`src/rtl/seg7_scan_mux.sv`:
```
// seg7_scan_mux: time-multiplexed hex driver for a common-anode multi-digit
// seven-segment display. Scans one digit per CLK_DIV-cycle slot, blanks the
// first BLANK_CYC cycles of each slot against ghosting, and swaps in newly
// loaded values only at frame boundaries so a frame never shows mixed data.
// All outputs are active-low and registered (one cycle behind the scan state).
//
// Optional build macro SEG7_LZ_BLANK_EN: leading-zero suppression on the
// displayed value (anodes still scan, only the segments are blanked).
module seg7_scan_mux #(
    parameter int unsigned DIGITS    = 4,
    parameter int unsigned CLK_DIV   = 50000,
    parameter int unsigned BLANK_CYC = 2
) (
    input  logic                  clk,
    input  logic                  rst,
    input  logic [4*DIGITS-1:0]   data_i,
    input  logic [DIGITS-1:0]     dp_i,
    input  logic                  load_i,
    output logic [6:0]            seg_o,
    output logic                  dp_o,
    output logic [DIGITS-1:0]     an_o,
    output logic                  frame_o
);

    localparam int unsigned CW = (CLK_DIV > 1) ? $clog2(CLK_DIV) : 1;
    localparam int unsigned IW = (DIGITS > 1) ? $clog2(DIGITS) : 1;

    localparam logic [CW-1:0] CntMax   = CW'(CLK_DIV - 1);
    localparam logic [CW-1:0] BlankEnd = CW'(BLANK_CYC);
    localparam logic [IW-1:0] IdxMax   = IW'(DIGITS - 1);

    // Active-low glyph for one hex nibble, segment order {g,f,e,d,c,b,a}.
    function automatic logic [6:0] glyph(input logic [3:0] nib);
        glyph = 7'h7F;
        case (nib)
            4'h0: glyph = 7'h40;
            4'h1: glyph = 7'h79;
            4'h2: glyph = 7'h24;
            4'h3: glyph = 7'h30;
            4'h4: glyph = 7'h19;
            4'h5: glyph = 7'h12;
            4'h6: glyph = 7'h02;
            4'h7: glyph = 7'h78;
            4'h8: glyph = 7'h00;
            4'h9: glyph = 7'h10;
            4'hA: glyph = 7'h08;
            4'hB: glyph = 7'h03;
            4'hC: glyph = 7'h46;
            4'hD: glyph = 7'h21;
            4'hE: glyph = 7'h06;
            4'hF: glyph = 7'h0E;
            default: ;
        endcase
    endfunction

    // Scan state
    logic [CW-1:0]         cnt_q, cnt_d;
    logic [IW-1:0]         idx_q, idx_d;
    logic                  slot_end;
    logic                  frame_end;

    // Double-buffered value: pending (written by load) and display (scanned)
    logic [4*DIGITS-1:0]   pend_data_q, pend_data_d;
    logic [DIGITS-1:0]     pend_dp_q, pend_dp_d;
    logic                  pend_vld_q, pend_vld_d;
    logic [4*DIGITS-1:0]   disp_data_q, disp_data_d;
    logic [DIGITS-1:0]     disp_dp_q, disp_dp_d;

    // Registered outputs
    logic [6:0]            seg_q, seg_d;
    logic                  dp_q, dp_d;
    logic [DIGITS-1:0]     an_q, an_d;
    logic                  frame_q;

    // Digit currently selected by the scan index
    logic [3:0]            cur_nib;
    logic                  cur_dp;
    logic                  cur_lz;

    // Digits whose segments are suppressed as leading zeros
    logic [DIGITS-1:0]     lz_mask;

    assign slot_end  = (cnt_q == CntMax);
    assign frame_end = slot_end && (idx_q == IdxMax);

    // Prescaler and digit index next-state.
    always_comb begin
        cnt_d = cnt_q + CW'(1);
        idx_d = idx_q;
        if (slot_end) begin
            cnt_d = '0;
            idx_d = (idx_q == IdxMax) ? '0 : idx_q + IW'(1);
        end
    end

    // Pending/display buffering: the frame boundary moves the old pending
    // value first, then a coincident load refills pending for next frame.
    always_comb begin
        pend_data_d = pend_data_q;
        pend_dp_d   = pend_dp_q;
        pend_vld_d  = pend_vld_q;
        disp_data_d = disp_data_q;
        disp_dp_d   = disp_dp_q;
        if (frame_end && pend_vld_q) begin
            disp_data_d = pend_data_q;
            disp_dp_d   = pend_dp_q;
            pend_vld_d  = 1'b0;
        end
        if (load_i) begin
            pend_data_d = data_i;
            pend_dp_d   = dp_i;
            pend_vld_d  = 1'b1;
        end
    end

`ifdef SEG7_LZ_BLANK_EN
    logic zero_run;

    // Walk down from the top digit; a digit is a leading zero while every
    // digit from the top down to it is zero. A set dp keeps it visible.
    always_comb begin
        lz_mask  = '0;
        zero_run = 1'b1;
        for (int k = DIGITS - 1; k >= 1; k--) begin
            zero_run   = zero_run && (disp_data_q[4*k +: 4] == 4'h0);
            lz_mask[k] = zero_run && !disp_dp_q[k];
        end
    end
`else
    assign lz_mask = '0;
`endif

    // Select the nibble, dp and suppression flag for the current index.
    always_comb begin
        cur_nib = 4'h0;
        cur_dp  = 1'b0;
        cur_lz  = 1'b0;
        for (int k = 0; k < DIGITS; k++) begin
            if (idx_q == IW'(k)) begin
                cur_nib = disp_data_q[4*k +: 4];
                cur_dp  = disp_dp_q[k];
                cur_lz  = lz_mask[k];
            end
        end
    end

    // Output next-state: blank during the guard interval, else drive digit.
    always_comb begin
        seg_d = 7'h7F;
        dp_d  = 1'b1;
        an_d  = '1;
        if (cnt_q >= BlankEnd) begin
            for (int k = 0; k < DIGITS; k++) begin
                if (idx_q == IW'(k)) begin
                    an_d[k] = 1'b0;
                end
            end
            seg_d = cur_lz ? 7'h7F : glyph(cur_nib);
            dp_d  = ~cur_dp;
        end
    end

    // Scan counters and value buffers.
    always_ff @(posedge clk) begin
        if (rst) begin
            cnt_q       <= '0;
            idx_q       <= '0;
            pend_data_q <= '0;
            pend_dp_q   <= '0;
            pend_vld_q  <= 1'b0;
            disp_data_q <= '0;
            disp_dp_q   <= '0;
        end else begin
            cnt_q       <= cnt_d;
            idx_q       <= idx_d;
            pend_data_q <= pend_data_d;
            pend_dp_q   <= pend_dp_d;
            pend_vld_q  <= pend_vld_d;
            disp_data_q <= disp_data_d;
            disp_dp_q   <= disp_dp_d;
        end
    end

    // Output registers; the frame pulse lands on the cycle after frame_end.
    always_ff @(posedge clk) begin
        if (rst) begin
            seg_q   <= 7'h7F;
            dp_q    <= 1'b1;
            an_q    <= '1;
            frame_q <= 1'b0;
        end else begin
            seg_q   <= seg_d;
            dp_q    <= dp_d;
            an_q    <= an_d;
            frame_q <= frame_end;
        end
    end

    assign seg_o   = seg_q;
    assign dp_o    = dp_q;
    assign an_o    = an_q;
    assign frame_o = frame_q;

endmodule

```
`config.mk`:
```
export PLATFORM = sky130hd
export DESIGN_NAME = seg7_scan_mux
export DESIGN_NICKNAME = d
export VERILOG_FILES = /design/src/rtl/seg7_scan_mux.sv
export SDC_FILE = /design/constraint.sdc
export NUM_CORES = 1
export LEC_CHECK = 0
export ABC_CLOCK_PERIOD_IN_PS = 3200
export BUFFER_PORTS_ARGS = -buffer_cell sky130_fd_sc_hd__clkbuf_2
export CAP_MARGIN = 15
export CORE_ASPECT_RATIO = 0.8
export CORE_MARGIN = 5
export CORE_UTILIZATION = 35
export DETAILED_ROUTE_END_ITERATION = 7
export PLACE_DENSITY = 0.56
export RECOVER_POWER = 50
export SYNTH_ARGS = -nofsm -noshare
export SYNTH_HDL_FRONTEND = slang
export SYNTH_SLANG_ARGS = --single-unit
```
`constraint.sdc`:
```
create_clock -name clk -period 3.2 [get_ports clk]
set_input_delay 0.16 -clock clk [delete_from_list [all_inputs] [get_ports clk]]
set_output_delay 0.16 -clock clk [all_outputs]
set_load 0.02 [all_outputs]
```
; Yosys cells after proc, flatten, opt, wreduce, memory -nomap -nowiden
; Memory sizes are Yosys's and may differ from the RTL's. A register that Yosys moved wholly into a read port is not among the register bits.
; Index checks and enable logic that the tools add are counted.
[op_classes]
addsub = 2
order_cmp = 1
eq_ne = 4
muxes = 15
n_bitwise = 2
n_reduce_logical = 6
[op_table]
columns = cell, n
row1 = adder 16 x 1 -> 16 bit (second input constant), 1
row2 = equality test 16 bit (second input constant), 1
row3 = >= comparator 16 x 2 -> 1 bit (second input constant), 1
row4 = two-way mux 4 bit, 4
row5 = two-way mux 1 bit, 10
row6 = equality test 2 bit (second input constant), 2
row7 = OR reduction 2 bit, 2
row8 = adder 2 x 1 -> 2 bit (second input constant), 1
row9 = equality test 2 x 1 -> 1 bit (second input constant), 1
row10 = logical AND 1 bit, 2
row11 = logical NOT 2 bit, 1
row12 = two-way mux 2 bit, 1
row13 = inverter 1 bit, 2
row14 = nonzero test 2 bit, 1
[totals]
register_bits = 65
romBits = 112
input_bits = 23
output_inout_bits = 13
word_cells = 41
mem_count = 1
[memory_table]
columns = memory, depth, word_bits, read_ports, rd_ports_with_merged_regs, write_ports, line_no
row1 = (no name shown), 16, 7, 1, 1, 0, 35  ; case (nib)

; Longest topological paths before layout
[depth]
word_depth = 6
ltp_mapped = 11
depth_no_buf = 10

; Worst setup path before layout
; No wires, ideal clock.
[synth_timing]
kind = register to register
start = reg idx_q[1]
end = reg seg_q[1] (netlist: seg_o[1])
setup_time_ps = 114
arrival_time_ps = 2255
t_required_ps = 3086
path_slack_ps = 831
stages_incl_launch_ff = 12
path_buffers = 1
synth_period_minus_slack_ps = 2369
cell_sequence = dfxtp_1 > inv_1 > ha_1 > clkbuf_1 > nor2b_1 > a22oi_1 > a221oi_1 > inv_1 > ha_1 > inv_1 > o21ai_0 > a21o_1
[synth_via]
elab_chain_cells = 5
word_cells_on_any_way = 8
[synth_lines]
columns = item, line_no
row1 = from (decl), 58  ; logic [IW-1:0] idx_q, idx_d;
row2 = from (signal assigned), 175  ; idx_q <= idx_d;
row3 = logical NOT 2 bit, 139  ; if (idx_q == IW'(k)) begin
row4 = two-way mux 4 bit (3 in a row), 139
row5 = two-way mux 4 bit (*), 139
row6 = to (decl), 70  ; logic [6:0] seg_q, seg_d;
; Mark *: on every way between the ends. The rest lies on a longest branch, timed or not.
; A chain may end at the register's enable or synchronous reset.

; Worst setup path after layout
[layout_timing]
start = reg cnt_q[12]
end = reg disp_dp_q[3]
[layout_via]
elab_chain_cells = 3
[layout_lines]
columns = item, line_no
row1 = from (decl), 57  ; logic [CW-1:0] cnt_q, cnt_d;
row2 = from (signal assigned), 174  ; cnt_q <= cnt_d;
row3 = equality test 16 bit, 83  ; assign slot_end = (cnt_q == CntMax);
row4 = logical AND 1 bit, 84  ; assign frame_end = slot_end && (idx_q == IdxMax);
row5 = logical AND 1 bit, 104  ; if (frame_end && pend_vld_q) begin
row6 = to (signal assigned), 180  ; disp_dp_q <= disp_dp_d;
row7 = to (decl), 67  ; logic [DIGITS-1:0] disp_dp_q, disp_dp_d;
; No other way between the ends.

==> results_dict.tcl <==
set metrics [dict create \
    min_path_type "primary input to flop" \
    register_area_mm2 0.00144 \
    routed_wirelength_um 5910 \
    area_growth_syn_to_layout_pct 13.4 \
    grt.total_usage_pct 11.8 \
    cp.required_ns 3.36 \
    io_buffers 35 \
    relSlewSlack_pct -35.1 \
    ys_ff_latch 72 \
    num_rows 30 \
    root_buffer "clkbuf_8" \
    synthFlopType "dfxtp_1" \
    end_kind "flop" \
    synth.net_count 352 \
    grt-ovfl-total 0 \
    clk_path_buf_depth 2 \
    worst_slew_pin_slew_ns 2.03 \
    maxCapViolations 1 \
    synth_most_common_cell "dfxtp_1" \
    crit_fanout 10 \
    drt-wirelength-per-cell_um 12.7 \
    synth_top_family_by_area "simple AND/OR/NAND/NOR gates" \
    ys_async_sr_fraction_pct 0 \
    layout-drive-gt1-share_pct 13.2 \
    postCtsHoldBufs 0 \
    cp_cell_sequence "or4_1 -> nor4_1 -> and3_1 -> buf_4 -> mux2i_1 -> nor2_1" \
    status "finished with violations" \
    internal_power_uw 1430 \
    pwr-share-clk_pct 43.7 \
    power_density_mw_per_mm2 532 \
    seqPwrFrac_pct 50.9 \
    setup_viol 0 \
    synth_edf_count 0 \
    path_class "flop to flop" \
    multi_input_area_mm2 0.00144 \
    coreArea_mm2 0.00852 \
    dr.pass1.iters 4 \
    io_pins 36 \
    crit_path_start_kind "flop" \
    vdd.ir_drop.worst_v 0.000293 \
    syn_area_mm2 0.00306 \
    sw_frac_of_total_pct 22.8 \
    drtAntennaViolNets 0 \
    rrSetupSlack_ns 0.45 \
    period_minus_slack_ns 2.75 \
    ys_top_cells_by_area "dfxtp_1 47%, mux2i_1 13%, nor2_1 8.5%" \
    synth_cell_types 43 \
    cts_max_level 3 \
    detailed_place_hpwl_um 4200 \
    fin_area_mm2 0.00347 \
    antenna_found_initial 0 \
    grt_pass1_vias 2059 \
    fmax_ghz 0.364 \
    vias_per_cell 4.65 \
    cpPeakStageDelay_ns 0.88 \
    violations "capacitance limit, slew limit" \
    yosys.area_share.simple_pct 18.6 \
    die_x_um 115 \
    synth_cells 317 \
    total_power_uw 1850 \
    p_switching_uw 422 \
    slew_viol_final 47 \
    start_util_pct 36.0 \
    fin_skew_ns 0.00678 \
    synth-seq-area-share_pct 47.0 \
    grt_setup_unrepaired "no" \
    synth_top_area_cell "dfxtp_1" \
    route.vias.total 2170 \
    synth-compound-area-share_pct 5.84 \
    clock-sinks 72 \
    fin_nets 385 \
    grt_max_degree 47 \
    synthTopCellsByCount "72 x dfxtp_1, 69 x nor2_1, 41 x mux2i_1, 17 x nand2_1, 12 x ha_1" \
    leakage_uw 0.00134 \
    die_area_mm2 0.0107 \
    n_fill_cell 872 \
    clk_pin_slew_worst_paths_ns 0.08 \
    grt_pass1_wl_um 10000 \
    post_cts_resize_count 0 \
    arrival_ns 2.90 \
    synth_xor_area_share_pct 4.00 \
    synth_top_area_share_pct 47.0 \
    drtIter0Drc 82 \
    synthAdderAreaFrac_pct 4.90 \
    syn_avg_cell_area_um2 9.67 \
    dieHeight_um 93.7 \
    finalHoldViolCount 0 \
    place.gp.congestion 0.782 \
    numCtsBuffers 9 \
    diodes 0 \
    clkLatencyLatePin_ns 0.34 \
    drc_errors 0 \
    yosys_warnings 0 \
    p_comb_share_pct 5.4 \
    placed_area_mm2 0.00329 \
    fin_setup_tns_ns 0 \
    cts_tree "built" \
    cts_setup_buffers 0 \
    slowest_stage "nor4_1" \
    synth_mux_area_share_pct 14.1 \
    period_share_pct 85.9 \
]
state kept, by name, summed over array words and instances, names as in the netlist:
signal	flops
an_o	4
pend_data_q	16
idx_q	2
pend_vld_q	1
dp_o	1
seg_o	7
disp_dp_q	4
cnt_q	16
disp_data_q	16
frame_o	1
pend_dp_q	4
cells by family (layout without fill, tap and decap cells):
family | Yosys count | in the layout
AO/OA/AOI/OAI | 26 | 26
multiplexers | 43 | 43
adder cells (fa/ha/maj) | 12 | 12
buffers and inverters | 28 | 66
flip-flops | 72 | 72
AND/OR/NAND/NOR | 122 | 122
XOR/XNOR | 14 | 14
through the flow:
stage          setup WS, ns  instances  hold WS (ns)  util, %
2_1_floorplan         0.831        317         0.307        -
3_3_place_gp          0.767        451         0.395     38.6
3_5_place_dp          0.625        451         0.403     38.6
4_1_cts               0.611        467        0.0316     41.2
5_1_grt               0.186        467        0.0229     40.8
6_report              0.452        467        0.0489     40.8
layout by cell type (no fill, tap or decap), types with 9 or more instances in the layout:
cell type	count
inv_1	10
nor2_1	69
ha_1	12
mux2i_1	41
a21oi_1	9
clkbuf_8	10
clkbuf_2	21
dfxtp_1	72
clkbuf_1	15
nand2_1	17
critical path: cells and delay by family (launching register included):
kind | cells | cell delay [ns]
AND/OR/NAND/NOR | 4 | 1.79
flip-flops | 1 | 0.33
buffers and inverters | 1 | 0.22
multiplexers | 1 | 0.22
final cells by class:
type	instances	area share, %
multi-input combinational	217	41.3
clock buffer	10	3.96
sequential	72	41.5
timing repair buffer	40	5.51
tap	112	4.03
clock inverter	6	2.63
inverter	10	1.08
power groups by stage:
stage / registers [µW] / logic, µW / clock network, µW
after CTS: 942 / 106 / 834
after global placement: 963 / 104 / 0
final: 942 / 100 / 808
after detailed placement: 963 / 106 / 0
after floorplan: 972 / 58.0 / 0
after global routing: 946 / 112 / 884
routing by layer:
| layer | wire (µm) | global-route usage [%] | share of wire, % |
|---|---|---|---|
| met1 | 3150 | 16.5 | 53 |
| met2 | 2360 | 16.2 | 40 |
| met3 | 330 | 5.02 | 5.6 |
| met4 | 77 | 3.96 | 1.3 |
| met5 | 0 | 0 | 0 |
worst paths after layout:
| kind | start | to | cells after the start |
|---|---|---|---|
| hold reg to reg | cnt_q[0] | cnt_q[0] | 1 |
| setup reg to reg | cnt_q[12] | disp_dp_q[3] | 6 |
| hold / removal | data_i[9] | pend_data_q[9] | 3 |
| setup / recovery | cnt_q[12] | disp_dp_q[3] | 6 |
Note: power is estimated with default switching activity, not from simulation.
